==> config.mk <==
export PLATFORM = sky130hd
export DESIGN_NAME = ime_sad_min_tracker_flat
export DESIGN_NICKNAME = d
export VERILOG_FILES = /design/src/rtl/ime_sad_min_tracker_if.sv /design/src/rtl/ime_sad_min_tracker.sv /design/src/flat_wrapper.sv
export SDC_FILE = /design/constraint.sdc
export NUM_CORES = 2
export LEC_CHECK = 0
export ABC_AREA = 0
export BUFFER_PORTS_ARGS = -buffer_cell sky130_fd_sc_hd__buf_2
export CORE_AREA = 5 5 463 465
export CTS_CLUSTER_DIAMETER = 120
export DETAILED_ROUTE_END_ITERATION = 10
export DIE_AREA = 0 0 468 470
export HOLD_SLACK_MARGIN = 0.08
export SYNTH_ARGS = -nofsm -noshare
export SYNTH_HDL_FRONTEND = slang
export SYNTH_SLANG_ARGS = --single-unit
==> constraint.sdc <==
create_clock -name clk -period 21.4 [get_ports clk]
set_input_delay 2.14 -clock clk [delete_from_list [all_inputs] [get_ports clk]]
set_output_delay 2.14 -clock clk [all_outputs]
set_load 0.005 [all_outputs]
==> src/rtl/ime_sad_min_tracker_if.sv <==
// Candidate/winner bus between the IME PE array, the SAD min tracker and mode decision.
interface ime_sad_min_tracker_if #(
   parameter int unsigned SADW = 16,
   parameter int unsigned MVW  = 7
);
   logic                 start;
   logic                 sad_valid;
   logic                 sad_last;
   logic [MVW-1:0]       mv_x;
   logic [MVW-1:0]       mv_y;
   logic [25*SADW-1:0]   sad_in;
   logic                 busy;
   logic                 done;
   logic [25*SADW-1:0]   best_sad;
   logic [25*MVW-1:0]    best_mvx;
   logic [25*MVW-1:0]    best_mvy;
   logic [15:0]          cand_cnt;

   modport master (
      output start, sad_valid, sad_last, mv_x, mv_y, sad_in,
      input  busy, done, best_sad, best_mvx, best_mvy, cand_cnt
   );

   modport slave (
      input  start, sad_valid, sad_last, mv_x, mv_y, sad_in,
      output busy, done, best_sad, best_mvx, best_mvy, cand_cnt
   );
endinterface

==> src/rtl/ime_sad_min_tracker.sv <==
// Running per-partition SAD minimum tracker for one IME search window.
// Tracks 25 variable-block-size partitions independently; strict-less update keeps
// the earliest candidate on ties.
// Optional macro IME_MV_COST_EN adds LAMBDA*(|mv_x|+|mv_y|) to every partition SAD,
// saturated to SADW bits, before the compare.
module ime_sad_min_tracker #(
   parameter int unsigned SADW   = 16,
   parameter int unsigned MVW    = 7,
   parameter int unsigned LAMBDA = 4
) (
   input logic                    clk,
   input logic                    rst,
   ime_sad_min_tracker_if.slave   bus
);
   localparam int unsigned NP = 25;

   typedef enum logic [1:0] {IDLE, SEARCH, DONE} state_t;

   state_t          state;
   state_t          state_n;
   logic            accept_c;
   logic [SADW-1:0] cost [NP];

`ifdef IME_MV_COST_EN
   localparam int unsigned CW = SADW + MVW + 4;

   logic [MVW:0]  sx;
   logic [MVW:0]  sy;
   logic [MVW:0]  abs_x;
   logic [MVW:0]  abs_y;
   logic [CW-1:0] mv_cost;
   logic [CW-1:0] sum [NP];

   // Shared MV cost term: magnitudes computed one bit wider so -2^(MVW-1) fits.
   always_comb begin
      sx      = {bus.mv_x[MVW-1], bus.mv_x};
      sy      = {bus.mv_y[MVW-1], bus.mv_y};
      abs_x   = sx[MVW] ? (~sx + (MVW+1)'(1)) : sx;
      abs_y   = sy[MVW] ? (~sy + (MVW+1)'(1)) : sy;
      mv_cost = CW'(LAMBDA) * (CW'(abs_x) + CW'(abs_y));
   end

   // Per-partition cost with saturation to the SAD range.
   always_comb begin
      for (int p = 0; p < NP; p++) begin
         sum[p]  = CW'(bus.sad_in[p*SADW +: SADW]) + mv_cost;
         cost[p] = (sum[p][CW-1:SADW] != '0) ? {SADW{1'b1}} : sum[p][SADW-1:0];
      end
   end
`else
   logic unused_lambda;
   assign unused_lambda = ^(32'(LAMBDA));

   // Cost is the raw partition SAD.
   always_comb begin
      for (int p = 0; p < NP; p++) begin
         cost[p] = bus.sad_in[p*SADW +: SADW];
      end
   end
`endif

   // Candidate is taken only while searching and not overridden by a restart.
   assign accept_c = (state == SEARCH) && bus.sad_valid && !bus.start;

   // Next-state logic; start restarts the search from any state.
   always_comb begin
      state_n = state;
      unique case (state)
         IDLE:    if (bus.start) state_n = SEARCH;
         SEARCH:  if (bus.sad_valid && bus.sad_last) state_n = DONE;
         DONE:    state_n = IDLE;
         default: state_n = IDLE;
      endcase
      if (bus.start) state_n = SEARCH;
   end

   // State register with registered busy/done decoded from the next state.
   always_ff @(posedge clk or posedge rst) begin
      if (rst) begin
         state    <= IDLE;
         bus.busy <= 1'b0;
         bus.done <= 1'b0;
      end else begin
         state    <= state_n;
         bus.busy <= (state_n == SEARCH);
         bus.done <= (state_n == DONE);
      end
   end

   // Winner registers and saturating candidate counter.
   always_ff @(posedge clk or posedge rst) begin
      if (rst) begin
         bus.best_sad <= '1;
         bus.best_mvx <= '0;
         bus.best_mvy <= '0;
         bus.cand_cnt <= '0;
      end else if (bus.start) begin
         bus.best_sad <= '1;
         bus.best_mvx <= '0;
         bus.best_mvy <= '0;
         bus.cand_cnt <= '0;
      end else if (accept_c) begin
         for (int p = 0; p < NP; p++) begin
            if (cost[p] < bus.best_sad[p*SADW +: SADW]) begin
               bus.best_sad[p*SADW +: SADW] <= cost[p];
               bus.best_mvx[p*MVW +: MVW]   <= bus.mv_x;
               bus.best_mvy[p*MVW +: MVW]   <= bus.mv_y;
            end
         end
         if (bus.cand_cnt != 16'hFFFF) bus.cand_cnt <= bus.cand_cnt + 16'd1;
      end
   end
endmodule

==> src/flat_wrapper.sv <==
// flat-port wrapper written by rule: the top's interface ports become plain ports
module ime_sad_min_tracker_flat 
#(
   parameter int unsigned SADW   = 16,
   parameter int unsigned MVW    = 7,
   parameter int unsigned LAMBDA = 4
)
  (clk, rst, bus_start, bus_sad_valid, bus_sad_last, bus_mv_x, bus_mv_y, bus_sad_in, bus_busy, bus_done, bus_best_sad, bus_best_mvx, bus_best_mvy, bus_cand_cnt);
  ime_sad_min_tracker_if #(.SADW(SADW), .MVW(MVW)) bus_i ();
  input logic clk;
  input logic rst;
  input wire logic [$bits(bus_i.start)-1:0] bus_start;
  input wire logic [$bits(bus_i.sad_valid)-1:0] bus_sad_valid;
  input wire logic [$bits(bus_i.sad_last)-1:0] bus_sad_last;
  input wire logic [$bits(bus_i.mv_x)-1:0] bus_mv_x;
  input wire logic [$bits(bus_i.mv_y)-1:0] bus_mv_y;
  input wire logic [$bits(bus_i.sad_in)-1:0] bus_sad_in;
  output wire logic [$bits(bus_i.busy)-1:0] bus_busy;
  output wire logic [$bits(bus_i.done)-1:0] bus_done;
  output wire logic [$bits(bus_i.best_sad)-1:0] bus_best_sad;
  output wire logic [$bits(bus_i.best_mvx)-1:0] bus_best_mvx;
  output wire logic [$bits(bus_i.best_mvy)-1:0] bus_best_mvy;
  output wire logic [$bits(bus_i.cand_cnt)-1:0] bus_cand_cnt;
  assign bus_i.start = bus_start;
  assign bus_i.sad_valid = bus_sad_valid;
  assign bus_i.sad_last = bus_sad_last;
  assign bus_i.mv_x = bus_mv_x;
  assign bus_i.mv_y = bus_mv_y;
  assign bus_i.sad_in = bus_sad_in;
  assign bus_busy = bus_i.busy;
  assign bus_done = bus_i.done;
  assign bus_best_sad = bus_i.best_sad;
  assign bus_best_mvx = bus_i.best_mvx;
  assign bus_best_mvy = bus_i.best_mvy;
  assign bus_cand_cnt = bus_i.cand_cnt;
  ime_sad_min_tracker #(.SADW(SADW), .MVW(MVW), .LAMBDA(LAMBDA)) u_core (.clk(clk), .rst(rst), .bus(bus_i));
endmodule
After elaboration in Yosys (flattened, before gate mapping) --
Index checks and enable logic that the tools add are counted.
Word-level totals: flip-flop bits (word level) 770, word-level logic and storage cells 254
Operators by class: muxes and demuxes 87, order comparisons 25, reduce and logical (&&, ||, !) cells 58, equal/unequal tests 4, add/subtract/negate cells 1
Operators with widths (count):
- two-way mux 400 bit | 2
- two-way mux 175 bit | 4
- two-way mux 16 bit | 28
- less-than comparator 16 bit | 25
- two-way mux 7 bit | 50
- nonzero test 2 bit | 27
- AND reduction 2 bit | 26
- adder 16 x 1 -> 16 bit (second input constant) | 1
- != test 16 bit (second input constant) | 1
- equality test 2 x 1 -> 1 bit (second input constant) | 2
- two-way mux 2 bit | 2
- one-hot mux 2 bit (2 select lines) | 1
- logical AND 1 bit | 3
- equality test 2 bit (second input constant) | 1
- logical NOT 2 bit | 1
- logical NOT 1 bit | 1

Depth between registers and ports, before layout --
depth in word-level cells 5, gate-level depth with buffers 9, gate-level depth less buffers 7

Least setup slack after synthesis --
No wires, ideal clock.
kind input-to-reg, start in bus_sad_in[271], end reg u_core.bus.best_mvx[112], library setup time 79 ps, cell stages on the path 7, path slack 17493 ps, arrival time 3827 ps, path through ha_1 -> nand2_1 -> nor4_1 -> o311ai_1 -> nand2_1 -> buf_2 -> mux2i_1
On the way: longest elaborated chain between the ends 3
Ends and longest elaborated chain:
- start: declaration | RTL line flat_wrapper.sv:17 | input wire logic [$bits(bus_i.sad_in)-1:0] bus_sad_in;
- less-than comparator 16 bit | RTL line ime_sad_min_tracker.sv:104 | if (cost[p] < bus.best_sad[p*SADW +: SADW]) begin
- nonzero test 2 bit (no line)
- AND reduction 2 bit (no line)
- end signal: indexed assignment | RTL line ime_sad_min_tracker.sv:106 | bus.best_mvx[p*MVW +: MVW] <= bus.mv_x;
- end: declaration | RTL line ime_sad_min_tracker_if.sv:26 | output busy, done, best_sad, best_mvx, best_mvy, cand_cnt
No other way between the ends. A chain may end at the register's enable or synchronous reset.

Worst setup path after layout --
start in bus_start, end reg u_core.bus.best_sad[77]
On the way: longest elaborated chain between the ends 4, elaborated cells on any way between the ends 6
Ends and longest elaborated chain:
- start: declaration | RTL line flat_wrapper.sv:12 | input wire logic [$bits(bus_i.start)-1:0] bus_start;
- logical NOT 1 bit | RTL line ime_sad_min_tracker.sv:63 | assign accept_c = (state == SEARCH) && bus.sad_valid && !bus.start;
- logical AND 1 bit | RTL line ime_sad_min_tracker.sv:63
- nonzero test 2 bit (no line)
- AND reduction 2 bit (no line)
- end signal: indexed assignment | RTL line ime_sad_min_tracker.sv:105 | bus.best_sad[p*SADW +: SADW] <= cost[p];
- end: declaration | RTL line ime_sad_min_tracker_if.sv:26
Parallel ways exist; a longest one is shown, timed or not.

==> impl_metrics.csv <==
group,metric,value,unit
synth,synth_area_leaders,"dfstp_2 24%, dfrtp_1 21%, mux2i_1 15%, ha_1 11%, nand2b_1 5.2%",
layout,seqCellArea,19800,sq um
synth,syn_avg_cell_area,10.2,sq um
synth,synth_top_family_by_area,"multiplexers",
pwr,irDropWorstVdd,0.0000651,V
synth,ys_seq_area_share,45.2,%
layout,multiInputGateArea,21000,sq um
synth,yosys-top-cells-count,"639 x mux2i_1, 606 x nor2_1, 421 x inv_1",
synth,synthCells,4293,
clock_network,ctsHoldBuffers,0,
synth,synthAdderAreaFrac,10.8,%
floorplanning,pin_count,1187,
floorplanning,die_h,470,um
timing,min_period,6100,ps
worst_setup_path,crit_chain,"buf_8 > buf_4 > buf_4 > buf_4 > buf_4 > nor2_1 > mux2i_1",
worst_setup_path,crit_path_end_kind,"register",
worst_setup_path,start_kind,"input pin",
pwr,power.total,4.29,mW
timing,final_hold_viol_count,0,
worst_setup_path,critical_path_class,"input pin to register",
placed_design,placed_area,52400,sq um
global_route,grt_pass1_vias,36900,
job,cap_violations,0,
synth,syn_area,43800,sq um
worst_hold_path,hp-class,"register to register",
clock_network,cts-root-buf,"clkbuf_16",
layout,final_core_util,26.6,%
placed_design,hpwl,151000,um
clock_network,cts_tree,"done",
synth,ys_types,42,
synth,synth_top_area_share,24.0,%
placed_design,gp_congestion,0.900,
timing,max_freq,0.164,GHz
placed_design,port_buffers,1186,
worst_setup_path,cpMaxStageDelayCell,"buf_4",
worst_setup_path,slowest_delay,920,ps
clock_network,htree_levels,3,
synth,synth.largest_area_cell,"dfstp_2",
floorplanning,rows,168,
detailed_routing,drcViolationCount,0,
timing,relSlewSlack,14.4,%
pwr,power_density,77.2,nW/um^2
timing,tightest_slew,1280,ps
clock_network,cts_buffer_depth,3,
detailed_routing,wl,191000,um
worst_setup_path,worst_r2r_startpoint,"u_core.bus.best_sad[383]",
floorplanning,core,209000,sq um
status,status,"finished clean",
floorplanning,start_util,20.9,%
global_route,grt_pass1_wl,269000,um
worst_setup_path,crit_arrival,6690,ps
timing,setup_violations,0,
synth,yosys_most_used_dff,"dfstp_2",
timing,fin_crit_sh,28.5,%
timing,finalMaxSlewViolations,0,
clock_network,cts_num_sinks,770,
global_route,antenna_found_initial,76,
worst_hold_path,hold_start,"u_core.bus.best_sad[0]",
synth,async_reset_ff_share,100,%
clock_network,post-cts-setup-buffers,0,
synth,synth_xor_xnor_area_share,0.220,%
timing,skew,34.4,ps
global_route,grt_util_all_layers,16.6,%
worst_setup_path,crit_fanout,142,
synth,synthMuxAreaShare,14.6,%
worst_setup_path,critPathBufInv,5,
synth,yosys_warnings,0,
timing,fin_setup_tns,0,ps
timing,rsz0062_at_grt,"no",
detailed_routing,vias,36600,
clock_network,cts_resized,0,
layout,layout-drive-gt1-share,34.2,%
synth,synth_seq_cells,770,
synth,syn_nets,5088,
detailed_routing,drtIter0Drc,2471,
detailed_routing,via_per_inst,4.43,
global_route,grt_max_degree,143,
synth,synth-compound-area-share,8.15,%
layout,fillers,22100,
detailed_routing,wl_per_cell,23.2,um
detailed_routing,ant_nets,0,
synth,yosys.area_share.simple,14.1,%
floorplanning,dieArea,220000,sq um
worst_setup_path,rrSetupSlack,17550,ps
pwr,p_leak,30.5,nW
clock_network,clkLatencyLatePin,720,ps
clock_network,cts-buffers-inserted,95,
worst_setup_path,startpoint,"bus_start",
worst_setup_path,cp.required,21990,ps
layout,fin_nets,6150,
global_route,gr-total-overflow,0,
layout,fin_area,55600,sq um
clock_network,cts.clk_slew.worst_paths,60,ps
floorplanning,fp.dieW,468,um
detailed_routing,drt-pass1-iter-count,6,
layout,areaGrowthSynthToFinish,27.1,%
synth,post-synth-top-count-cell,"mux2i_1",
worst_setup_path,critPathMostFrequentCell,"buf_4",
synth,synth_edf_count,0,
worst_setup_path,cp_top_family,"buffers and inverters",
[report_power, final]
part           switching, mW  leakage, nW  internal [mW]
logic                  0.543         19.7          0.357
clock network          0.702         1.55          0.970
registers             0.0879         9.21           1.63
[worst register-to-register path, stage by stage (launching register included)]
cell and delay (ps):
dfstp_2 540, inv_1 40, ha_1 300, nand4_1 190, or3_1 520, a221oi_1 650, or4_2 760, buf_4 480
mux2i_1 270
[cell type report]
cell class              count  area share, %
multi-input cells        2815           37.8
flip-flops and latches    770           35.6
repair buffers           1252           11.6
well taps                2805           6.31
clock buffers             137           4.85
inverters                 421           2.85
clock inverters            42          0.891
diodes                     20         0.0900
[per-stage QoR]
| step | hold WS [ps] | setup WS, ps | instances |
|---|---|---|---|
| floorplan | 507 | 9030 | 4293 |
| global placement | 507 | 14930 | 8063 |
| detailed placement | 521 | 14790 | 8063 |
| CTS | 529 | 15590 | 8242 |
| global route | 540 | 15030 | 8246 |
| finish | 525 | 15300 | 8262 |
[flip-flops by register name, indices dropped and copies added (netlist names)]
name / cells
u_core.bus.busy: 1
u_core.state: 2
u_core.bus.best_mvx: 175
u_core.bus.best_sad: 400
u_core.bus.best_mvy: 175
u_core.bus.done: 1
u_core.bus.cand_cnt: 16
[cells by family after synthesis]
kind of cell | Yosys count
muxes | 639
buffers and inverters | 708
xor gates and xnor gates | 11
DFF | 770
and+or+nand+nor | 1259
AOI/OAI and AO/OA | 530
adders and majority gates | 376
[layer usage]
metal / up-vias / global-route usage [%] / wire, um
met1: 18200 / 20.3 / 78400
met3: 302 / 6.42 / 18800
li1: 16800 / - / -
met2: 1257 / 27.4 / 88500
met5: - / 0 / 460
met4: 72 / 4.20 / 5280
[cells in the final DEF (no fill, tap or decap), types with 14 or more instances in the layout]
master and count:
a21o_1 37, dfstp_2 400, diode_2 20, nor2_1 606, nand2b_2 14, clkbuf_1 27
a311o_1 105, clkbuf_8 14, nor3_1 41, nand3_1 23, clkbuf_16 96, dfrtp_1 370
a41o_1 18, or4_2 18, buf_2 1185, nand4_1 72, inv_1 420, clkinv_2 14
mux2i_1 639, a221oi_1 18, a21oi_1 225, buf_4 64, o211ai_1 15, o21ai_0 82
or3_1 36, nand2_1 66, ha_1 376, nand2b_1 351
[path summary, 6_finish.rpt]
check / cells past startpoint / end
worst max-delay path: 7 / u_core.bus.best_sad[77]
worst min-delay path: 2 / u_core.bus.best_sad[0]
worst max register to register: 8 / u_core.bus.best_mvy[161]
worst min register to register: 2 / u_core.bus.best_sad[0]
max in group asynchronous: 6 / u_core.bus.best_mvy[104]
min in group asynchronous: 2 / u_core.bus.best_mvy[47]
Note: power is estimated with default switching activity, not from simulation.
